--- src/rtl/encoder_16to4_seq.sv ---
// rtl/encoder_16to4_seq.sv - sequential 16-to-4 encoder, one set-bit index per cycle (ENC_MSB_FIRST_EN: descending order)
module encoder_16to4_seq #(
    parameter int IN_W   = 16,
    parameter int CODE_W = 4,
    parameter int CNT_W  = 5
) (
    input  logic              clk,
    input  logic              reset,
    input  logic              start,
    input  logic [IN_W-1:0]   in,
    output logic              ready,
    output logic [CODE_W-1:0] code,
    output logic              code_valid,
    input  logic              out_ready,
    output logic              done,
    output logic              zero,
    output logic [CNT_W-1:0]  count
);

    typedef enum logic [1:0] {
        S_IDLE,
        S_SCAN,
        S_DONE
    } state_t;

    state_t              r_state;
    logic [IN_W-1:0]     r_pend;
    logic [CNT_W-1:0]    r_count;
    logic                r_zero;

    logic [CODE_W-1:0]   w_idx;
    logic                w_last;
    logic                w_xfer;

    // Last match wins, so the loop direction picks which end of pend is served first.
    always_comb begin
        w_idx = '0;
`ifdef ENC_MSB_FIRST_EN
        for (int i = 0; i < IN_W; i++) begin
            if (r_pend[i]) w_idx = CODE_W'(i);
        end
`else
        for (int i = IN_W - 1; i >= 0; i--) begin
            if (r_pend[i]) w_idx = CODE_W'(i);
        end
`endif
    end

    assign w_last = ((r_pend & (r_pend - IN_W'(1))) == '0);
    assign w_xfer = (r_state == S_SCAN) && out_ready;

    always_ff @(posedge clk) begin
        if (reset) begin
            r_state <= S_IDLE;
            r_pend  <= '0;
            r_count <= '0;
            r_zero  <= 1'b0;
        end else begin
            case (r_state)
                S_IDLE: begin
                    if (start) begin
                        r_pend  <= in;
                        r_count <= '0;
                        r_zero  <= (in == '0);
                        r_state <= (in == '0) ? S_DONE : S_SCAN;
                    end
                end
                S_SCAN: begin
                    if (w_xfer) begin
                        r_pend  <= r_pend & ~(IN_W'(1) << w_idx);
                        r_count <= r_count + CNT_W'(1);
                        if (w_last) r_state <= S_DONE;
                    end
                end
                S_DONE: begin
                    r_state <= S_IDLE;
                end
                default: begin
                    r_state <= S_IDLE;
                end
            endcase
        end
    end

    assign ready      = (r_state == S_IDLE);
    assign code_valid = (r_state == S_SCAN);
    assign code       = code_valid ? w_idx : '0;
    assign done       = (r_state == S_DONE);
    assign zero       = done & r_zero;
    assign count      = r_count;

endmodule

--- config.mk ---
export PLATFORM = sky130hd
export DESIGN_NAME = encoder_16to4_seq
export DESIGN_NICKNAME = d
export VERILOG_FILES = /design/src/rtl/encoder_16to4_seq.sv
export SDC_FILE = /design/constraint.sdc
export NUM_CORES = 1
export LEC_CHECK = 0
export ABC_AREA = 1
export BUFFER_PORTS_ARGS = -buffer_cell sky130_fd_sc_hd__clkbuf_2
export CAP_MARGIN = 20
export CORE_ASPECT_RATIO = 1.75
export CORE_MARGIN = 5
export CORE_UTILIZATION = 58
export DETAILED_ROUTE_END_ITERATION = 8
export GPL_TIMING_DRIVEN = 0
export PLACE_DENSITY = 0.91
export SYNTH_ARGS = -nofsm -noshare
export SYNTH_HDL_FRONTEND = slang
export SYNTH_SLANG_ARGS = --single-unit
--- constraint.sdc ---
create_clock -name clk -period 3.4 [get_ports clk]
set_input_delay 0.17 -clock clk [delete_from_list [all_inputs] [get_ports clk]]
set_output_delay 0.17 -clock clk [all_outputs]
set_load 0.01 [all_outputs]
==> impl_metrics.py, run 1 <==
metrics = {
    "yosys": {
        "synth_edf_count": 0,
        "netlist_area_mm2": 0.00155,
        "synthXorXnorAreaFrac_pct": 0.564,
        "syn_nets": 257,
        "synth-seq-cells": 24,
        "synth_top_family_by_area": "simple AND/OR/NAND/NOR gates",
        "synth_compound_area_share_pct": 18.0,
        "async_flop_share_pct": 0,
        "synthFlopType": "dfxtp_1",
        "synth_fa_ha_area_share_pct": 0.805,
        "synthMuxAreaShare_pct": 0,
        "yosysWarnings": 0,
        "synth.distinct_cells": 33,
        "yosys.area_share.simple_pct": 41.1,
        "yosysSeqAreaShare_pct": 30.9,
        "netlist_instances": 236,
        "avgSynthCellArea_um2": 6.58,
    },
    "setup_path": {
        "reg2reg_slack_ns": 1.75,
        "r2r-start": "r_state[0]$_SDFFE_PP0P_",
        "cp.arrival_ns": 1.80,
        "rr_worst_depth": 6,
        "cp-end-kind": "output port",
        "cp.required_ns": 3.23,
        "startpoint_type": "flop",
        "worstPathMaxFanout": 10,
        "crit_type": "flop to output port",
        "r2r_end": "r_pend[15]$_SDFFE_PP0P_",
    },
    "place": {
        "place_hpwl_um": 3320,
        "portBuffers": 31,
        "gp_congestion": 0.944,
        "placed_area_mm2": 0.00174,
    },
    "timing": {
        "rsz0062_at_grt": "no",
        "setup_viol": 0,
        "drv_slew": 0,
        "tns_ns": 0,
        "period_share_pct": 57.8,
        "worstMarginPinSlew_ns": 0.540,
        "slew_headroom_pct": 64.0,
        "finClkSkew_ns": 0.00481,
        "period_needed_ns": 1.97,
        "maxClockFrequency_mhz": 508,
        "hold_viol": 0,
    },
    "die": {
        "dieArea_mm2": 0.00386,
        "start_util_pct": 59.1,
        "die_w_um": 49.1,
        "io_pins": 33,
        "fp.coreArea_mm2": 0.00263,
        "fp-row-count": 25,
        "die_h_um": 78.5,
    },
    "power_and_ir_drop": {
        "p_int_w": 0.000742,
        "switching_share_pct": 50.8,
        "powerDensity_mw_per_mm2": 839,
        "ir_drop_uv": 482,
        "switchingPower_w": 0.000766,
        "p_leak_nw": 0.846,
        "seqPwrFrac_pct": 28.3,
        "power_frac_clock_pct": 13.3,
        "pwr-share-comb_pct": 58.4,
    },
    "clock_network": {
        "cts_resized": 0,
        "clk-insertion-delay-late_ns": 0.27,
        "cts_inserted_buffers": 3,
        "cts_max_path_buffers": 2,
        "root_buffer": "clkbuf_8",
        "cts.sinks": 24,
        "cts_tree": "built",
        "clk_pin_slew_worst_paths_ns": 0.09,
        "post_cts_buffers": 0,
        "cts_max_level": 1,
        "cts_hold_buf": 0,
    },
    "hold_path": {
        "min_from": "in[7]",
        "hold_path_end": "r_pend[7]$_SDFFE_PP0P_",
        "hp-class": "input pin to flop",
        "hold-path-cell-count": 3,
    },
    "final_layout": {
        "design_area_mm2": 0.00180,
        "utilization_pct": 68.4,
        "drive_gt1_share_pct": 24.7,
        "antenna_cells": 0,
        "nets": 293,
        "area_growth_pct": 15.7,
    },
    "drt": {
        "initialDrtViolationCount": 73,
        "top_layer": "met4",
        "vias": 1747,
        "met1_length_um": 1630,
        "via_per_inst": 5.86,
        "wl_um": 4290,
        "wl_per_cell_um": 14.4,
        "dr_wl_met2_um": 2410,
        "route.detailed.drc": 0,
        "wl_met3_um": 164,
        "ant_nets": 0,
        "first_pass_iters": 5,
    },
    "global_route": {
        "grt_pass1_vias": 1702,
        "grt-ovfl-total": 0,
        "grt_max_degree": 14,
        "grt_usage_pct": 23.1,
        "grt_pass1_wl_um": 7140,
        "antenna_found_initial": 0,
    },
    "outcome": {
        "status": "finished, final reports clean",
    },
    "run": {
        "drv_cap": 0,
    },
}
==> cells in the mapped netlist, types with 2 or more instances <==
cell | n | area share, %
nand2_2 | 3 | 1.2
nor2_2 | 4 | 1.6
nor2_8 | 2 | 2.6
nand4_1 | 4 | 1.6
dfxtp_1 | 24 | 31
o21ai_1 | 2 | 0.64
nand3_1 | 14 | 4.5
a211oi_1 | 2 | 0.97
nand2_1 | 68 | 16
nand2_4 | 2 | 1.4
a21oi_1 | 13 | 4.2
clkbuf_1 | 5 | 1.2
nor2_1 | 12 | 2.9
o21ai_0 | 16 | 5.2
inv_1 | 18 | 4.3
inv_2 | 9 | 2.2
or2_2 | 2 | 0.81
buf_2 | 3 | 0.97
nor4_1 | 4 | 1.6
nor3_1 | 4 | 1.3
a31oi_1 | 11 | 4.4
nor2_4 | 2 | 1.4
and3_1 | 2 | 0.81
==> stage by stage <==
step	total power, W	hold slack, ns	instances	setup slack [ns]
after global placement	0.00128	0.439	294	1.76
final	0.00151	0.150	298	1.43
after CTS	0.00150	0.153	298	1.44
after floorplan	0.00108	0.333	236	2.00
after detailed placement	0.00130	0.444	294	1.75
after global routing	0.00163	0.156	298	1.22
==> worst max-delay path, stage by stage (launching register included) <==
cell and delay (ns):
dfxtp_1 0.42, inv_2 0.07, nor2_2 0.16, inv_2 0.12
clkbuf_1 0.26, a311oi_1 0.31, clkbuf_2 0.17
==> cells by family (layout without fill, tap and decap cells) <==
group,count (synthesis),in the layout
AOI/OAI and AO/OA,49,49
xor gates and xnor gates,1,1
DFF,24,24
and+or+nand+nor,126,126
buffers and inverters,35,70
adders and majority gates,1,1
==> state kept, by name, summed over array words and instances, names as in the netlist <==
signal,count
r_state,2
r_pend,16
r_zero,1
count,5
==> routing by layer <==
layer  global-route usage, %  vias to the layer above
met4                    10.5                        0
met3                    3.61                        9
li1                        -                      861
met5                       0                        -
met1                    23.1                      827
met2                    44.3                       50
==> layout by cell type (no fill, tap or decap), drive strengths merged <==
| master | instances |
|---|---|
| clkbuf | 40 |
| o31ai | 1 |
| dfxtp | 24 |
| and3 | 2 |
| xor2 | 1 |
| nand3 | 14 |
| a211oi | 2 |
| a21oi | 14 |
| o22ai | 1 |
| nand2 | 73 |
| buf | 3 |
| nor2 | 20 |
| nor3 | 5 |
| ha | 1 |
| o21ai | 19 |
| nor4 | 5 |
| a31oi | 11 |
| or2 | 2 |
| inv | 27 |
| nand4 | 5 |
| a311oi | 1 |
==> power by group through the flow <==
| stage | Sequential (W) | Clock [W] | Combinational [W] |
|---|---|---|---|
| global placement | 0.000428 | 0 | 0.000852 |
| CTS | 0.000424 | 0.000198 | 0.000875 |
| global route | 0.000436 | 0.000212 | 0.000982 |
| detailed placement | 0.000430 | 0 | 0.000869 |
| finish | 0.000427 | 0.000200 | 0.000881 |
| floorplan | 0.000413 | 0 | 0.000663 |
==> worst max-delay path by stage <==
stage	from	end	cells past startpoint
after CTS	r_pend[12]$_SDFFE_PP0P_	code[0]	16
after detailed placement	r_pend[12]$_SDFFE_PP0P_	code[0]	16
after global placement	r_state[0]$_SDFFE_PP0P_	code[3]	6
final	r_state[0]$_SDFFE_PP0P_	code[3]	6
after floorplan	r_state[0]$_SDFFE_PP0P_	code[3]	5
after global routing	r_pend[12]$_SDFFE_PP0P_	code[0]	16
==> area by class of cell <==
type / count / area [um2]
clock buffer: 4 / 55.1
inverter: 27 / 101
timing repair buffer: 31 / 155
multi-input combinational: 177 / 938
buffer: 8 / 33.8
sequential: 24 / 480
tap: 27 / 33.8
fill: 241 / 830
Power figures use the tool's default switching activity.
==> run 2: changes to the inputs <==
--- a/config.mk
+++ b/config.mk
@@ -10,10 +10,10 @@
 export CAP_MARGIN = 20
 export CORE_ASPECT_RATIO = 1.75
 export CORE_MARGIN = 5
-export CORE_UTILIZATION = 58
+export CORE_UTILIZATION = 54
 export DETAILED_ROUTE_END_ITERATION = 8
 export GPL_TIMING_DRIVEN = 0
-export PLACE_DENSITY = 0.91
+export PLACE_DENSITY = 0.86
 export SYNTH_ARGS = -nofsm -noshare
 export SYNTH_HDL_FRONTEND = slang
 export SYNTH_SLANG_ARGS = --single-unit
==> constraint.sdc (replaced) <==
create_clock -name clk -period 2 [get_ports clk]
set_input_delay 0.1 -clock clk [delete_from_list [all_inputs] [get_ports clk]]
set_output_delay 0.1 -clock clk [all_outputs]
set_load 0.01 [all_outputs]
==> run 2 against run 1 <==
  * First-iteration DRC count is 37% lower
  * Total power is 65% higher
  * Critical path depth rose by 9
  * Die area up 6.2%
  * Count of clock-buffer cells in the layout is 1 lower
  * Clock power rose by 45%
  * Core utilization shrank 3.6 points
  * Non-clock buffer count down 1
  * Final cell count decreased by 0.67%
  * Combinational power increased by 68%
  * Critical path type unchanged
  * Largest cell class unchanged
  * Highest routed layer unchanged
  * Via count fell by 1.7%
  * Register-to-register slack lost 1.4 ns
==> impl_metrics.py, run 2 (synthesis results as in run 1) <==
metrics = {
    "hold_path": {
        "min_from": "in[5]",
        "hp-class": "input pin to flop",
    },
    "drt": {
        "route.detailed.drc": 0,
        "ant_nets": 0,
        "wl_um": 4280,
        "wl_per_cell_um": 14.4,
        "first_pass_iters": 4,
        "via_per_inst": 5.80,
        "vias": 1718,
        "initialDrtViolationCount": 46,
    },
    "final_layout": {
        "drive_gt1_share_pct": 24.9,
        "largest_register": "r_pend",
        "area_growth_pct": 14.8,
        "fin_cells": 296,
        "utilization_pct": 64.8,
        "nFillCells": 271,
        "nets": 292,
        "antenna_cells": 0,
        "final_common_cell": "nand2_1",
        "final_cell_mix": "nand2_1, clkbuf_2, dfxtp_1, inv_1, o21ai_0",
        "largest_reg_flops": 16,
    },
    "setup_path": {
        "r2r-start": "r_state[0]$_SDFFE_PP0P_",
        "cp_cell_sequence": "a21oi_1, nand2_1, nand2_1, nand2_1, nand2_1, nand2_1, nand2_1, nand2_1, nand2_1, nand2_1, nand2_1, nand2_1, nand2_1, nor2_1, clkbuf_2",
        "cp.required_ns": 1.90,
        "startpoint_type": "flop",
        "crit_buf_inv": 1,
        "crit_slowest_cell": "dfxtp_1",
        "cp.arrival_ns": 1.65,
        "max_stage_delay_ns": 0.44,
        "crit_type": "flop to output port",
        "cpMostUsedCell": "nand2_1",
        "critPathTopFamily": "simple AND/OR/NAND/NOR gates",
        "worstPathMaxFanout": 5,
        "cp-end-kind": "output port",
        "crit_start": "r_pend[13]$_SDFFE_PP0P_",
    },
    "clock_network": {
        "cts_max_path_buffers": 2,
        "post_cts_buffers": 0,
        "cts.sinks": 24,
        "root_buffer": "clkbuf_8",
        "cts_tree": "built",
        "cts_inserted_buffers": 3,
        "cts_max_level": 1,
        "cts_hold_buf": 0,
        "clk_pin_slew_worst_paths_ns": 0.09,
        "clk-insertion-delay-late_ns": 0.27,
    },
    "place": {
        "portBuffers": 31,
        "place_hpwl_um": 3300,
        "preCtsSetupSlack_ns": 0.376,
        "gp_congestion": 0.938,
        "placedCellCount": 294,
    },
    "outcome": {
        "status": "finished, final reports clean",
    },
    "timing": {
        "maxClockFrequency_mhz": 571,
        "drv_slew": 0,
        "rsz0062_at_grt": "no",
        "hold_viol": 0,
        "setup_viol": 0,
        "period_needed_ns": 1.75,
        "finClkSkew_ns": 0.00693,
        "worstMarginPinSlew_ns": 0.586,
        "hold_slack_ns": 0.0863,
        "setup_slack_ns": 0.248,
        "slew_headroom_pct": 60.9,
        "period_share_pct": 87.6,
        "tns_ns": 0,
    },
    "global_route": {
        "grt_max_degree": 13,
        "antenna_found_initial": 0,
        "grt-ovfl-total": 0,
        "grt_pass1_vias": 1645,
        "grt_usage_pct": 22.1,
        "grt_pass1_wl_um": 7110,
    },
    "power_and_ir_drop": {
        "ir_drop_uv": 924,
        "p_leak_nw": 0.838,
        "powerDensity_mw_per_mm2": 1400,
    },
    "run": {
        "drv_cap": 0,
    },
    "die": {
        "fp-row-count": 25,
        "dieArea_mm2": 0.00409,
        "die_w_um": 50.6,
        "io_pins": 33,
        "fp.coreArea_mm2": 0.00275,
        "start_util_pct": 56.5,
        "die_h_um": 81.0,
    },
}
run 2: cell types whose count changed in the layout (fill, tap and decap cells not counted):
| cell | previous run | this run |
|---|---|---|
| dfxtp_1 | 24 | 23 |
| dfxtp_4 | 0 | 1 |
| clkbuf_8 | 4 | 3 |
| clkbuf_1 | 5 | 4 |
run 2: final timing paths:
path	endpoint	slack (ns)	cells after the start
max	code[0]	0.25	15
min	r_pend[5]$_SDFFE_PP0P_	0.09	3
max reg2reg	r_pend[15]$_SDFFE_PP0P_	0.33	6
min reg2reg	r_zero$_SDFFE_PP0P_	0.49	2
run 2: per-stage QoR:
stage	area, um2	total power, W
after global placement	1740	0.00217
after global routing	1780	0.00270
after CTS	1780	0.00249
after detailed placement	1740	0.00220
after floorplan	1550	0.00183
final	1780	0.00249
run 2: metal layers:
metal / GRT usage [%] / vias up / wire length [um]
met5: 0 / - / 0
met4: 12.8 / 0 / 187
met3: 2.20 / 14 / 260
met2: 39.9 / 66 / 2250
met1: 24.0 / 781 / 1570
li1: - / 857 / -
run 2: worst reg2reg max path, cell delays in order, from the launching register on:
cell,delay [ns]
dfxtp_1,0.40
inv_2,0.07
nor2_2,0.17
nand2_1,0.11
nand2_1,0.14
clkbuf_1,0.48
a31oi_1,0.16
run 2: cell type report:
class,instances,area [um2],share of cell area [%]
plain buffers,7,30.0,1.68
multi-input cells,177,938,52.6
clock buffers,3,41.3,2.31
well taps,27,33.8,1.89
flip-flops and latches,24,484,27.1
inverters,27,101,5.68
repair buffers,31,155,8.70
run 2: timing repair:
item                                    4_1_cts  5_1_grt
gates resized for setup                       0        2
endpoints found under the setup margin        0        2
endpoints found under the hold margin         0        0
run 2: power by group:
| group | total [W] | internal, W | switching, W |
|---|---|---|---|
| logic | 0.00148 | 0.000490 | 0.000989 |
| clock network | 0.000290 | 0.000135 | 0.000155 |
| registers | 0.000726 | 0.000594 | 0.000132 |
| total | 0.00249 | 0.00122 | 0.00128 |
